$ cat src/rtl/ascon_block_formatter_if.sv
// -----------------------------------------------------------------------------
// ascon_block_formatter_if
// Purpose : bundles the byte-stream input handshake and the block-stream output
//           handshake of the ASCON block formatter.
// Signals : in_data_i/in_valid_i/in_last_i/in_ready_o   byte stream (valid/ready)
//           msg_empty_i                                  empty-message request
//           block_o/block_valid_o/block_ready_i/block_last_o  block stream
//           start_o, byte_count_o, err_o                 status
// Modports: slave  - the formatter (consumes bytes, produces blocks)
//           master - the environment (produces bytes, consumes blocks)
// -----------------------------------------------------------------------------
interface ascon_block_formatter_if #(
    parameter int LEN_W = 16
);
    logic [7:0]       in_data_i;
    logic             in_valid_i;
    logic             in_last_i;
    logic             in_ready_o;
    logic             msg_empty_i;
    logic [63:0]      block_o;
    logic             block_valid_o;
    logic             block_ready_i;
    logic             block_last_o;
    logic             start_o;
    logic [LEN_W-1:0] byte_count_o;
    logic             err_o;

    modport slave (
        input  in_data_i,
        input  in_valid_i,
        input  in_last_i,
        output in_ready_o,
        input  msg_empty_i,
        output block_o,
        output block_valid_o,
        input  block_ready_i,
        output block_last_o,
        output start_o,
        output byte_count_o,
        output err_o
    );

    modport master (
        output in_data_i,
        output in_valid_i,
        output in_last_i,
        input  in_ready_o,
        output msg_empty_i,
        input  block_o,
        input  block_valid_o,
        output block_ready_i,
        input  block_last_o,
        input  start_o,
        input  byte_count_o,
        input  err_o
    );
endinterface

$ cat src/rtl/ascon_block_formatter.sv
// -----------------------------------------------------------------------------
// ascon_block_formatter
// Purpose : upstream feeder for the ASCON toplevel. Packs a plaintext byte
//           stream big-endian into 64-bit blocks, applies 10* padding
//           (PAD_BYTE then zeros) and hands blocks out one at a time with a
//           valid/ready handshake. Pulses start_o at the start of each message.
// Ports   : clock_i  - rising-edge clock
//           reset_i  - synchronous, active-high reset
//           bus      - ascon_block_formatter_if.slave (byte input, block output,
//                      start_o, byte_count_o, err_o)
// Options : ASCON_FMT_ERR_EN - when defined, err_o is a sticky protocol-error
//           flag; when undefined err_o is tied to 0 and no detection exists.
// -----------------------------------------------------------------------------
module ascon_block_formatter #(
    parameter logic [7:0] PAD_BYTE = 8'h80,
    parameter int         LEN_W    = 16
) (
    input  logic                    clock_i,
    input  logic                    reset_i,
    ascon_block_formatter_if.slave  bus
);

    typedef enum logic [1:0] {
        ST_IDLE    = 2'd0,
        ST_FILL    = 2'd1,
        ST_EMIT    = 2'd2,
        ST_PAD_BLK = 2'd3
    } state_e;

    state_e           state_q, state_d;
    logic [63:0]      shreg_q, shreg_d;
    logic [2:0]       pos_q, pos_d;
    logic             pad_pend_q, pad_pend_d;
    logic [63:0]      block_q, block_d;
    logic             block_valid_q, block_valid_d;
    logic             block_last_q, block_last_d;
    logic             start_q, start_d;
    logic [LEN_W-1:0] count_q, count_d;
    logic             ready_q, ready_d;

    logic             in_ready_s;
    logic             byte_xfer_s;
    logic             blk_xfer_s;
    logic [5:0]       byte_shift_s;
    logic [5:0]       pad_shift_s;
    logic [63:0]      merged_s;
    logic [63:0]      pad_word_s;
    logic [LEN_W-1:0] count_inc_s;

    // The ready flop resets to 1 so the formatter is ready in the first cycle
    // after reset; masking with reset_i keeps in_ready_o low while in reset.
    assign in_ready_s   = ready_q && !reset_i;
    assign byte_xfer_s  = bus.in_valid_i && in_ready_s;
    assign blk_xfer_s   = block_valid_q && bus.block_ready_i;

    // Byte lane for position pos is bits [63-8*pos -: 8]; pad lands one lane lower.
    assign byte_shift_s = 6'd56 - {pos_q, 3'b000};
    assign pad_shift_s  = 6'd48 - {pos_q, 3'b000};
    assign merged_s     = shreg_q | ({56'd0, bus.in_data_i} << byte_shift_s);
    assign pad_word_s   = {56'd0, PAD_BYTE} << pad_shift_s;

    // Saturating byte counter increment.
    assign count_inc_s  = (count_q == {LEN_W{1'b1}}) ? count_q
                                                     : count_q + {{(LEN_W-1){1'b0}}, 1'b1};

    // State register.
    always_ff @(posedge clock_i) begin
        if (reset_i) begin
            state_q <= ST_IDLE;
        end else begin
            state_q <= state_d;
        end
    end

    // Next-state logic.
    always_comb begin
        state_d = state_q;
        case (state_q)
            ST_IDLE: begin
                if (byte_xfer_s) begin
                    state_d = bus.in_last_i ? ST_EMIT : ST_FILL;
                end else if (bus.msg_empty_i) begin
                    state_d = ST_EMIT;
                end else begin
                    state_d = ST_IDLE;
                end
            end
            ST_FILL: begin
                if (byte_xfer_s && ((pos_q == 3'd7) || bus.in_last_i)) begin
                    state_d = ST_EMIT;
                end else begin
                    state_d = ST_FILL;
                end
            end
            ST_EMIT: begin
                if (blk_xfer_s) begin
                    if (pad_pend_q) begin
                        state_d = ST_PAD_BLK;
                    end else if (block_last_q) begin
                        state_d = ST_IDLE;
                    end else begin
                        state_d = ST_FILL;
                    end
                end else begin
                    state_d = ST_EMIT;
                end
            end
            ST_PAD_BLK: begin
                if (blk_xfer_s) begin
                    state_d = ST_IDLE;
                end else begin
                    state_d = ST_PAD_BLK;
                end
            end
            default: begin
                state_d = ST_IDLE;
            end
        endcase
    end

    // Datapath and output next values.
    always_comb begin
        shreg_d       = shreg_q;
        pos_d         = pos_q;
        pad_pend_d    = pad_pend_q;
        block_d       = block_q;
        block_valid_d = block_valid_q;
        block_last_d  = block_last_q;
        start_d       = 1'b0;
        count_d       = count_q;
        ready_d       = (state_d == ST_IDLE) || (state_d == ST_FILL);
        case (state_q)
            ST_IDLE: begin
                if (byte_xfer_s) begin
                    // New message: count restarts at one, shreg is zero here.
                    start_d = 1'b1;
                    count_d = {{(LEN_W-1){1'b0}}, 1'b1};
                    if (bus.in_last_i) begin
                        block_d       = merged_s | pad_word_s;
                        block_valid_d = 1'b1;
                        block_last_d  = 1'b1;
                        shreg_d       = 64'd0;
                        pos_d         = 3'd0;
                    end else begin
                        shreg_d = merged_s;
                        pos_d   = 3'd1;
                    end
                end else if (bus.msg_empty_i) begin
                    start_d       = 1'b1;
                    count_d       = {LEN_W{1'b0}};
                    block_d       = {PAD_BYTE, 56'd0};
                    block_valid_d = 1'b1;
                    block_last_d  = 1'b1;
                end else begin
                    start_d = 1'b0;
                end
            end
            ST_FILL: begin
                if (byte_xfer_s) begin
                    count_d = count_inc_s;
                    if (pos_q == 3'd7) begin
                        // Full block; a last byte here needs a separate pad block.
                        block_d       = merged_s;
                        block_valid_d = 1'b1;
                        block_last_d  = 1'b0;
                        pad_pend_d    = bus.in_last_i;
                        shreg_d       = 64'd0;
                        pos_d         = 3'd0;
                    end else if (bus.in_last_i) begin
                        block_d       = merged_s | pad_word_s;
                        block_valid_d = 1'b1;
                        block_last_d  = 1'b1;
                        shreg_d       = 64'd0;
                        pos_d         = 3'd0;
                    end else begin
                        shreg_d = merged_s;
                        pos_d   = pos_q + 3'd1;
                    end
                end else begin
                    shreg_d = shreg_q;
                end
            end
            ST_EMIT: begin
                if (blk_xfer_s) begin
                    if (pad_pend_q) begin
                        // Valid stays high: the pad block follows immediately.
                        block_d       = {PAD_BYTE, 56'd0};
                        block_valid_d = 1'b1;
                        block_last_d  = 1'b1;
                        pad_pend_d    = 1'b0;
                    end else begin
                        block_valid_d = 1'b0;
                        block_last_d  = 1'b0;
                    end
                    shreg_d = 64'd0;
                    pos_d   = 3'd0;
                end else begin
                    block_valid_d = 1'b1;
                end
            end
            ST_PAD_BLK: begin
                if (blk_xfer_s) begin
                    block_valid_d = 1'b0;
                    block_last_d  = 1'b0;
                end else begin
                    block_valid_d = 1'b1;
                end
            end
            default: begin
                block_valid_d = 1'b0;
            end
        endcase
    end

    // Datapath and output registers.
    always_ff @(posedge clock_i) begin
        if (reset_i) begin
            shreg_q       <= 64'd0;
            pos_q         <= 3'd0;
            pad_pend_q    <= 1'b0;
            block_q       <= 64'd0;
            block_valid_q <= 1'b0;
            block_last_q  <= 1'b0;
            start_q       <= 1'b0;
            count_q       <= {LEN_W{1'b0}};
            ready_q       <= 1'b1;
        end else begin
            shreg_q       <= shreg_d;
            pos_q         <= pos_d;
            pad_pend_q    <= pad_pend_d;
            block_q       <= block_d;
            block_valid_q <= block_valid_d;
            block_last_q  <= block_last_d;
            start_q       <= start_d;
            count_q       <= count_d;
            ready_q       <= ready_d;
        end
    end

    assign bus.in_ready_o    = in_ready_s;
    assign bus.block_o       = block_q;
    assign bus.block_valid_o = block_valid_q;
    assign bus.block_last_o  = block_last_q;
    assign bus.start_o       = start_q;
    assign bus.byte_count_o  = count_q;

`ifdef ASCON_FMT_ERR_EN
    logic err_q, err_d;
    logic offer_q, offer_d;

    // Protocol error detection; offer_q remembers a byte offered during a stall.
    always_comb begin
        offer_d = block_valid_q && bus.in_valid_i && !blk_xfer_s;
        err_d   = err_q
                | (bus.msg_empty_i && (state_q != ST_IDLE))
                | (bus.msg_empty_i && byte_xfer_s)
                | (offer_q && block_valid_q && !bus.in_valid_i);
    end

    // Sticky error flag, cleared only by reset.
    always_ff @(posedge clock_i) begin
        if (reset_i) begin
            err_q   <= 1'b0;
            offer_q <= 1'b0;
        end else begin
            err_q   <= err_d;
            offer_q <= offer_d;
        end
    end

    assign bus.err_o = err_q;
`else
    assign bus.err_o = 1'b0;
`endif

endmodule
$ cat src/flat_wrapper.sv
// flat-port wrapper written by rule: the top's interface ports become plain ports
module ascon_block_formatter_flat 
#(
    parameter logic [7:0] PAD_BYTE = 8'h80,
    parameter int         LEN_W    = 16
)
  (clock_i, reset_i, bus_in_data_i, bus_in_valid_i, bus_in_last_i, bus_in_ready_o, bus_msg_empty_i, bus_block_o, bus_block_valid_o, bus_block_ready_i, bus_block_last_o, bus_start_o, bus_byte_count_o, bus_err_o);
  ascon_block_formatter_if #(.LEN_W(LEN_W)) bus_i ();
  input  logic clock_i;
  input  logic reset_i;
  input wire logic [$bits(bus_i.in_data_i)-1:0] bus_in_data_i;
  input wire logic [$bits(bus_i.in_valid_i)-1:0] bus_in_valid_i;
  input wire logic [$bits(bus_i.in_last_i)-1:0] bus_in_last_i;
  output wire logic [$bits(bus_i.in_ready_o)-1:0] bus_in_ready_o;
  input wire logic [$bits(bus_i.msg_empty_i)-1:0] bus_msg_empty_i;
  output wire logic [$bits(bus_i.block_o)-1:0] bus_block_o;
  output wire logic [$bits(bus_i.block_valid_o)-1:0] bus_block_valid_o;
  input wire logic [$bits(bus_i.block_ready_i)-1:0] bus_block_ready_i;
  output wire logic [$bits(bus_i.block_last_o)-1:0] bus_block_last_o;
  output wire logic [$bits(bus_i.start_o)-1:0] bus_start_o;
  output wire logic [$bits(bus_i.byte_count_o)-1:0] bus_byte_count_o;
  output wire logic [$bits(bus_i.err_o)-1:0] bus_err_o;
  assign bus_i.in_data_i = bus_in_data_i;
  assign bus_i.in_valid_i = bus_in_valid_i;
  assign bus_i.in_last_i = bus_in_last_i;
  assign bus_in_ready_o = bus_i.in_ready_o;
  assign bus_i.msg_empty_i = bus_msg_empty_i;
  assign bus_block_o = bus_i.block_o;
  assign bus_block_valid_o = bus_i.block_valid_o;
  assign bus_i.block_ready_i = bus_block_ready_i;
  assign bus_block_last_o = bus_i.block_last_o;
  assign bus_start_o = bus_i.start_o;
  assign bus_byte_count_o = bus_i.byte_count_o;
  assign bus_err_o = bus_i.err_o;
  ascon_block_formatter #(.PAD_BYTE(PAD_BYTE), .LEN_W(LEN_W)) u_core (.clock_i(clock_i), .reset_i(reset_i), .bus(bus_i));
endmodule
$ cat config.mk
export PLATFORM = sky130hd
export DESIGN_NAME = ascon_block_formatter_flat
export DESIGN_NICKNAME = d
export VERILOG_FILES = /design/src/rtl/ascon_block_formatter_if.sv /design/src/rtl/ascon_block_formatter.sv /design/src/flat_wrapper.sv
export SDC_FILE = /design/constraint.sdc
export NUM_CORES = 1
export LEC_CHECK = 0
export BUFFER_PORTS_ARGS = -buffer_cell sky130_fd_sc_hd__buf_2
export CORE_UTILIZATION = 50
export CTS_CLUSTER_SIZE = 10
export DETAILED_ROUTE_END_ITERATION = 8
export PLACE_DENSITY = 0.67
export SKIP_LAST_GASP = 1
export SYNTH_ARGS = -nofsm -noshare
export SYNTH_HDL_FRONTEND = slang
export SYNTH_SLANG_ARGS = --single-unit
$ cat constraint.sdc
create_clock -name clock_i -period 2.6 [get_ports clock_i]
set_input_delay 0.39 -clock clock_i [delete_from_list [all_inputs] [get_ports clock_i]]
set_output_delay 0.39 -clock clock_i [all_outputs]
set_load 0.01 [all_outputs]
==> results by group, run 1 <==
Yosys
  – Top_reg_cell synth: dfxtp_1
  – Share of the synthesized area in the top cell type: roughly 37%
  – Post-synth cell types: between 50 and 60
  – Seq/Total Area, Yosys: approximately 37%
  – Synth Cell Area: roughly 8300 um^2
  – Mean Syn Cell Area: ~8 um^2
  – Post-synth ARST share: 0%
  – #FFs+latches synth: 154
  – Most frequent cell after synthesis: dfxtp_1
  – Yosys warnings: 0
  – Post-synth top cells: dfxtp_1, nor2_1, a21oi_1
  – Number of flops mapped to enable cells by yosys: 0
  – Synth area leader: dfxtp_1
  – Post-Syn Nets: ~1.1k
  – Cells after Synth: 1053
  – Ranking of synthesized cells by area: dfxtp_1, a21oi_1, a32o_1

STA
  – Fmax achieved: between 400 and 500 MHz
  – Final Setup Violations: 0
  – TNS Setup: 0 ps
  – Final period util: between 90% and 100%
  – Crit path time final: roughly 2400 ps
  – Hold Fails Final Rpt: 0
  – RSZ-0062 raised after global routing: no
  – Slew @ Worst Pin: about 700 ps
  – Final Skew: just over 7 ps
  – Headroom to the max-slew limit: a little over half
  – Slew Viols, Final: 0

Run
  – Maxcap violations: 0

CTS
  – CTS HTree Levels: 4
  – Cts bufs inserted: 17
  – Hold Buf Count CTS: 0
  – Longest Clk Path Bufs: 2
  – Worst skew pair latency: ~430 ps
  – Clock-pin slew on the worst setup and hold paths: approximately 60 ps
  – CTS tree: done
  – PostCTS Resize Cnt: 0
  – Setup Fix Bufs, Post-CTS: 0
  – Clk sinks: ~150
  – CTS root buf: clkbuf_16

Setup path
  – FF-to-FF setup slack: 240 ps
  – Reg2Reg Depth: 8
  – Critical Path Start Type: register
  – Worst setup path class: register to register
  – Worst EP required: between 2000 and 3000 ps
  – Critical Path End Type: register
  – Worst-path fanout max: 29
  – Arrival time worst endpoint: 2680 ps
  – R2R Path End: u_core.bus.block_o[20]
  – Worst r2r src: u_core.pos_q[1]

Routing
  – Vias per cell: 6.19
  – Drt pass-1 iters: 5
  – Detailed router's first-iteration violation count: between 700 and 800
  – Residual DRC: 0
  – DR vias: approximately 8.2k
  – Post-DR wirelength/cell: around 17 um
  – Antenna Nets Post-Route: 0
  – Final wirelength: between 20000 and 25000 um

Cells and area
  – Nets: roughly 1.1k
  – Inserted Diodes: 0
  – Area of the multi-input gates: ~4600 um^2
  – Reg area: roughly 3100 um^2
  – P&R area growth vs syn: 16.0%
  – Fill cell count: between 1.5k and 2k
  – Share of cells above drive strength 1: roughly 17%
  – Non-Filler Instances: about 1.3k

Die
  – Placeable Area: between 15000 and 20000 um^2
  – Area of the die: between 15000 and 20000 um^2
  – Core Rows: 46
  – Starting density of the core: slightly above 50%
  – Chip Width: roughly 130 um
  – Vert. Die Dim: around 130 um
  – I/O pin total: just under 100

GRT
  – GR peak layer: met2
  – Initial antenna violation count: 0
  – Routing usage on met3: under 10%
  – Global-route wire length before repair: 37100 um
  – GRT Resource Usage Total: 27.5%
  – Vias in the first global route: approximately 7.3k
  – Grt met2 use: approximately 45%
  – GRT overflow: 0
  – Grt met1 use: 37.6%
  – Largest net degree at the start of global routing: 86

Placement
  – Buffers on Ports: 97
  – Number of cells after detailed placement: 1295
  – DP HPWL: around 14000 um
  – Final GP Congestion: between 0.8 and 0.9

Worst hold path
  – Hold Crit Depth: 3
  – Min-delay src: bus_msg_empty_i
  – Class of the worst hold path: input port to register
  – Hold Path Sink: u_core.bus.start_o

Power and ir drop
  – Power per cell area: approximately 670 nW/um^2
  – Leak pwr: between 3 and 4 nW
  – Peak VDD IR: 526 uV

Outcome
  – Status: complete, no violations
## area by class of cell
type                            instances  share of cell area, %
Clock buffer                           22                   5.05
Clock inverter                         10                   1.45
Inverter                               17                  0.665
Multi-Input combinational cell        770                   48.5
Sequential cell                       154                   32.1
Tap cell                              216                   2.82
Timing Repair Buffer                  139                   9.42
## flip-flops by register name (all words and copies together), names as in the netlist, 2 cells and up
register	flops
u_core.pos_q	3
u_core.bus.block_o	64
u_core.state_q	2
u_core.shreg_q	64
u_core.bus.byte_count_o	16
## cell usage in the layout (no fill, tap or decap), types with 6 or more instances in the layout
cell,synthesis,routed
nor2_1,143,143
a211o_1,51,50
xnor2_1,13,13
ha_1,13,13
nor3_1,11,11
and2_1,7,6
a21oi_1,117,117
inv_1,17,17
a31o_2,10,10
nor2b_1,9,9
dfxtp_1,154,154
nand3_1,19,19
o21ai_0,110,110
a31oi_1,27,26
a32o_1,55,55
nor4_1,53,53
or3_1,6,6
o22a_1,6,6
nand2_1,47,47
buf_4,2,35
buf_12,0,8
clkbuf_16,0,17
buf_2,27,96
o31ai_1,7,7
a211oi_1,11,11
## cells by family after synthesis
logic type      share of synthesized area [%]
fa+ha+maj                                1.97
buf+inv                                  6.81
compound gates                           34.1
xor+xnor                                 1.38
flops                                    37.3
simple gates                             18.4
other cells                            0.0454
## metal layers
layer,wire [um],vias up,share of wire (%)
met5,0,-,0
met4,378,0,1.6
met3,1230,30,5.4
met2,10600,254,46
met1,10800,3903,47
li1,-,4032,-
## critical path, cell delays in order, from the launching register on
cell	delay (ps)
dfxtp_1	520
ha_1	220
ha_1	260
nand2b_1	170
and2_4	250
buf_4	350
a211o_1	140
o21ai_0	80
a32o_1	260
## worst max path at each step
| stage | start | endpoint | cells after the start | slack [ps] |
|---|---|---|---|---|
| floorplan | u_core.pos_q[2] | u_core.bus.block_o[47] | 9 | 370 |
| global route | u_core.state_q[0] | u_core.shreg_q[41] | 8 | 90 |
| global placement | u_core.pos_q[1] | u_core.bus.block_o[20] | 8 | 280 |
| finish | u_core.pos_q[1] | u_core.bus.block_o[20] | 8 | 240 |
| CTS | u_core.state_q[1] | u_core.bus.block_o[39] | 8 | 190 |
| detailed placement | u_core.state_q[1] | u_core.bus.block_o[39] | 8 | 180 |
## stage by stage
step / hold WS [ps] / power, mW / setup WS (ps) / utilization [%] / cell area [um^2]
after floorplan: 432 / 3.47 / 366 / - / 8270
after global placement: 438 / 3.85 / 285 / 56.0 / 8960
after detailed placement: 443 / 3.87 / 183 / 56.0 / 8960
after CTS: 320 / 6.48 / 194 / 59.9 / 9580
after global routing: 358 / 6.73 / 90.5 / 59.9 / 9590
final: 327 / 6.45 / 238 / 59.9 / 9590
## power by group
group | switching [mW] | total, mW | leakage [nW] | internal, mW
Clock | 1.01 | 2.62 | 0.295 | 1.61
Sequential | 0.0498 | 2.48 | 1.24 | 2.43
Combinational | 0.912 | 1.35 | 2.12 | 0.441
Total | 1.97 | 6.45 | 3.66 | 4.48
Power figures use the tool's default switching activity.
==> inputs of run 2 (changes only) <==
CORE_UTILIZATION = 40   (was 50)
PLACE_DENSITY = 0.55   (was 0.67)
==> results by group, run 2 (synthesis results as in run 1) <==
STA
  – Headroom to the max-slew limit: ~34%
  – Fmax achieved: about 430 MHz
  – Final Skew: 12.6 ps
  – Slew Viols, Final: 0
  – Slew @ Worst Pin: just under 1000 ps
  – TNS Setup: 0 ps
  – Final setup margin: 261 ps
  – Final period util: approximately nine tenths
  – Final Setup Violations: 0
  – Crit path time final: between 2000 and 2500 ps
  – RSZ-0062 raised after global routing: no
  – Hold Fails Final Rpt: 0

Setup path
  – CP max-delay cell: nor2_1
  – Worst Setup SP: u_core.pos_q[0]
  – Crit path cell chain: ha_1 -> ha_1 -> nand2b_1 -> and2_4 -> nor2_1 -> o211ai_1 -> a21oi_1
  – CP peak stage delay: roughly 750 ps
  – Worst-path fanout max: 12
  – Worst setup path class: register to register
  – Critical Path Start Type: register
  – Worst path buffer plus inverter count: 0
  – Arrival time worst endpoint: between 2000 and 3000 ps
  – Most numerous cell on the critical path: ha_1
  – CP top delay family: simple AND/OR/NAND/NOR gates
  – Critical Path End Type: register
  – Worst EP required: 2950 ps
  – Worst r2r src: u_core.pos_q[0]

CTS
  – PostCTS Resize Cnt: 0
  – Longest Clk Path Bufs: 2
  – Clk sinks: roughly 150
  – CTS tree: done
  – Cts bufs inserted: 17
  – Worst skew pair latency: 440 ps
  – CTS HTree Levels: 4
  – CTS root buf: clkbuf_16
  – Hold Buf Count CTS: 0
  – Clock-pin slew on the worst setup and hold paths: 70 ps
  – Setup Fix Bufs, Post-CTS: 0

Cells and area
  – Most frequent cells in the layout: dfxtp_1, nor2_1, a21oi_1
  – Nets: 1128
  – P&R area growth vs syn: 16.6%
  – Inserted Diodes: 0
  – Share of cells above drive strength 1: 17.0%
  – Most common cell after layout, fill and taps aside: dfxtp_1
  – Final instance area: approximately 9600 um^2

Routing
  – Post-DR wirelength/cell: about 18 um
  – Final wirelength: 24800 um
  – Residual DRC: 0
  – DR vias: 8140
  – Antenna Nets Post-Route: 0
  – Vias per cell: just under 6
  – Drt pass-1 iters: 5
  – Detailed router's first-iteration violation count: between 600 and 700

Power and ir drop
  – Peak VDD IR: between 400 and 500 uV
  – Leak pwr: about 3.6 nW
  – Power per cell area: roughly 660 nW/um^2
  – Power, Total: roughly 6.4 mW

Die
  – Vert. Die Dim: 146 um
  – I/O pin total: 99
  – Core Rows: 52
  – Placeable Area: a little over 20000 um^2
  – Area of the die: about 21000 um^2
  – Starting density of the core: roughly two fifths
  – Chip Width: ~150 um

GRT
  – GRT Resource Usage Total: around a quarter
  – GRT overflow: 0
  – Vias in the first global route: 7498
  – Initial antenna violation count: 0
  – Largest net degree at the start of global routing: 100
  – Global-route wire length before repair: 40200 um

Placement
  – Buffers on Ports: a little under 100
  – Placement Setup Slack: between 300 and 400 ps
  – Cell Area, Placed: roughly 9000 um^2
  – Final GP Congestion: between 0.8 and 0.9
  – DP HPWL: roughly 15000 um

Worst hold path
  – Class of the worst hold path: input port to register
  – Min-delay src: bus_msg_empty_i

Run
  – Maxcap violations: 0

Outcome
  – Status: complete, no violations
[run 2: changes by cell type in the layout (fill, tap and decap cells not counted)]
cell | before | now
buf_4 | 35 | 37
clkinvlp_4 | 4 | 3
clkbuf_1 | 1 | 4
clkinv_4 | 0 | 1
clkbuf_8 | 4 | 0
clkinv_2 | 2 | 3
[run 2: worst reg2reg max path, delay by kind of cell (launching register included)]
kind | cells | cell delay [ps]
fa+ha+maj | 2 | 420
compound gates | 2 | 370
simple gates | 3 | 1110
flops | 1 | 370
[run 2: per-layer routing]
| layer | track usage, % | routed length [um] | vias to the layer above |
|---|---|---|---|
| met3 | 3.89 | 1120 | 30 |
| li1 | - | - | 4037 |
| met1 | 32.3 | 12100 | 3864 |
| met5 | 0 | 0 | - |
| met4 | 7.37 | 395 | 0 |
| met2 | 37.0 | 11200 | 209 |
[run 2: final cells by class]
type                            count  area, um^2
Multi-Input combinational cell    770        4650
Fill cell                        2013       10600
Clock inverter                     11         145
Inverter                           17        63.8
Timing Repair Buffer              141         918
Tap cell                          270         338
Sequential cell                   154        3080
Clock buffer                       21         440
[run 2: where the power goes]
group / switching [mW] / internal [mW] / leakage (nW)
logic: 0.935 / 0.446 / 2.13
clock network: 1.04 / 1.51 / 0.277
registers: 0.0510 / 2.43 / 1.24
total: 2.02 / 4.38 / 3.65
[run 2: worst paths after layout]
kind / slack, ps / cells after the start / end
worst max-delay path: 260 / 7 / u_core.pos_q[0]
worst min-delay path: 320 / 3 / u_core.bus.start_o
worst max register to register: 260 / 7 / u_core.pos_q[0]
worst min register to register: 450 / 2 / u_core.shreg_q[40]
[run 2: stage by stage]
stage               instances  hold WS [ps]  util (%)
floorplan                1053           432         -
global placement         1352           439      44.7
detailed placement       1352           446      44.7
CTS                      1384           315      47.6
global route             1384           381      47.6
finish                   1384           320      47.6
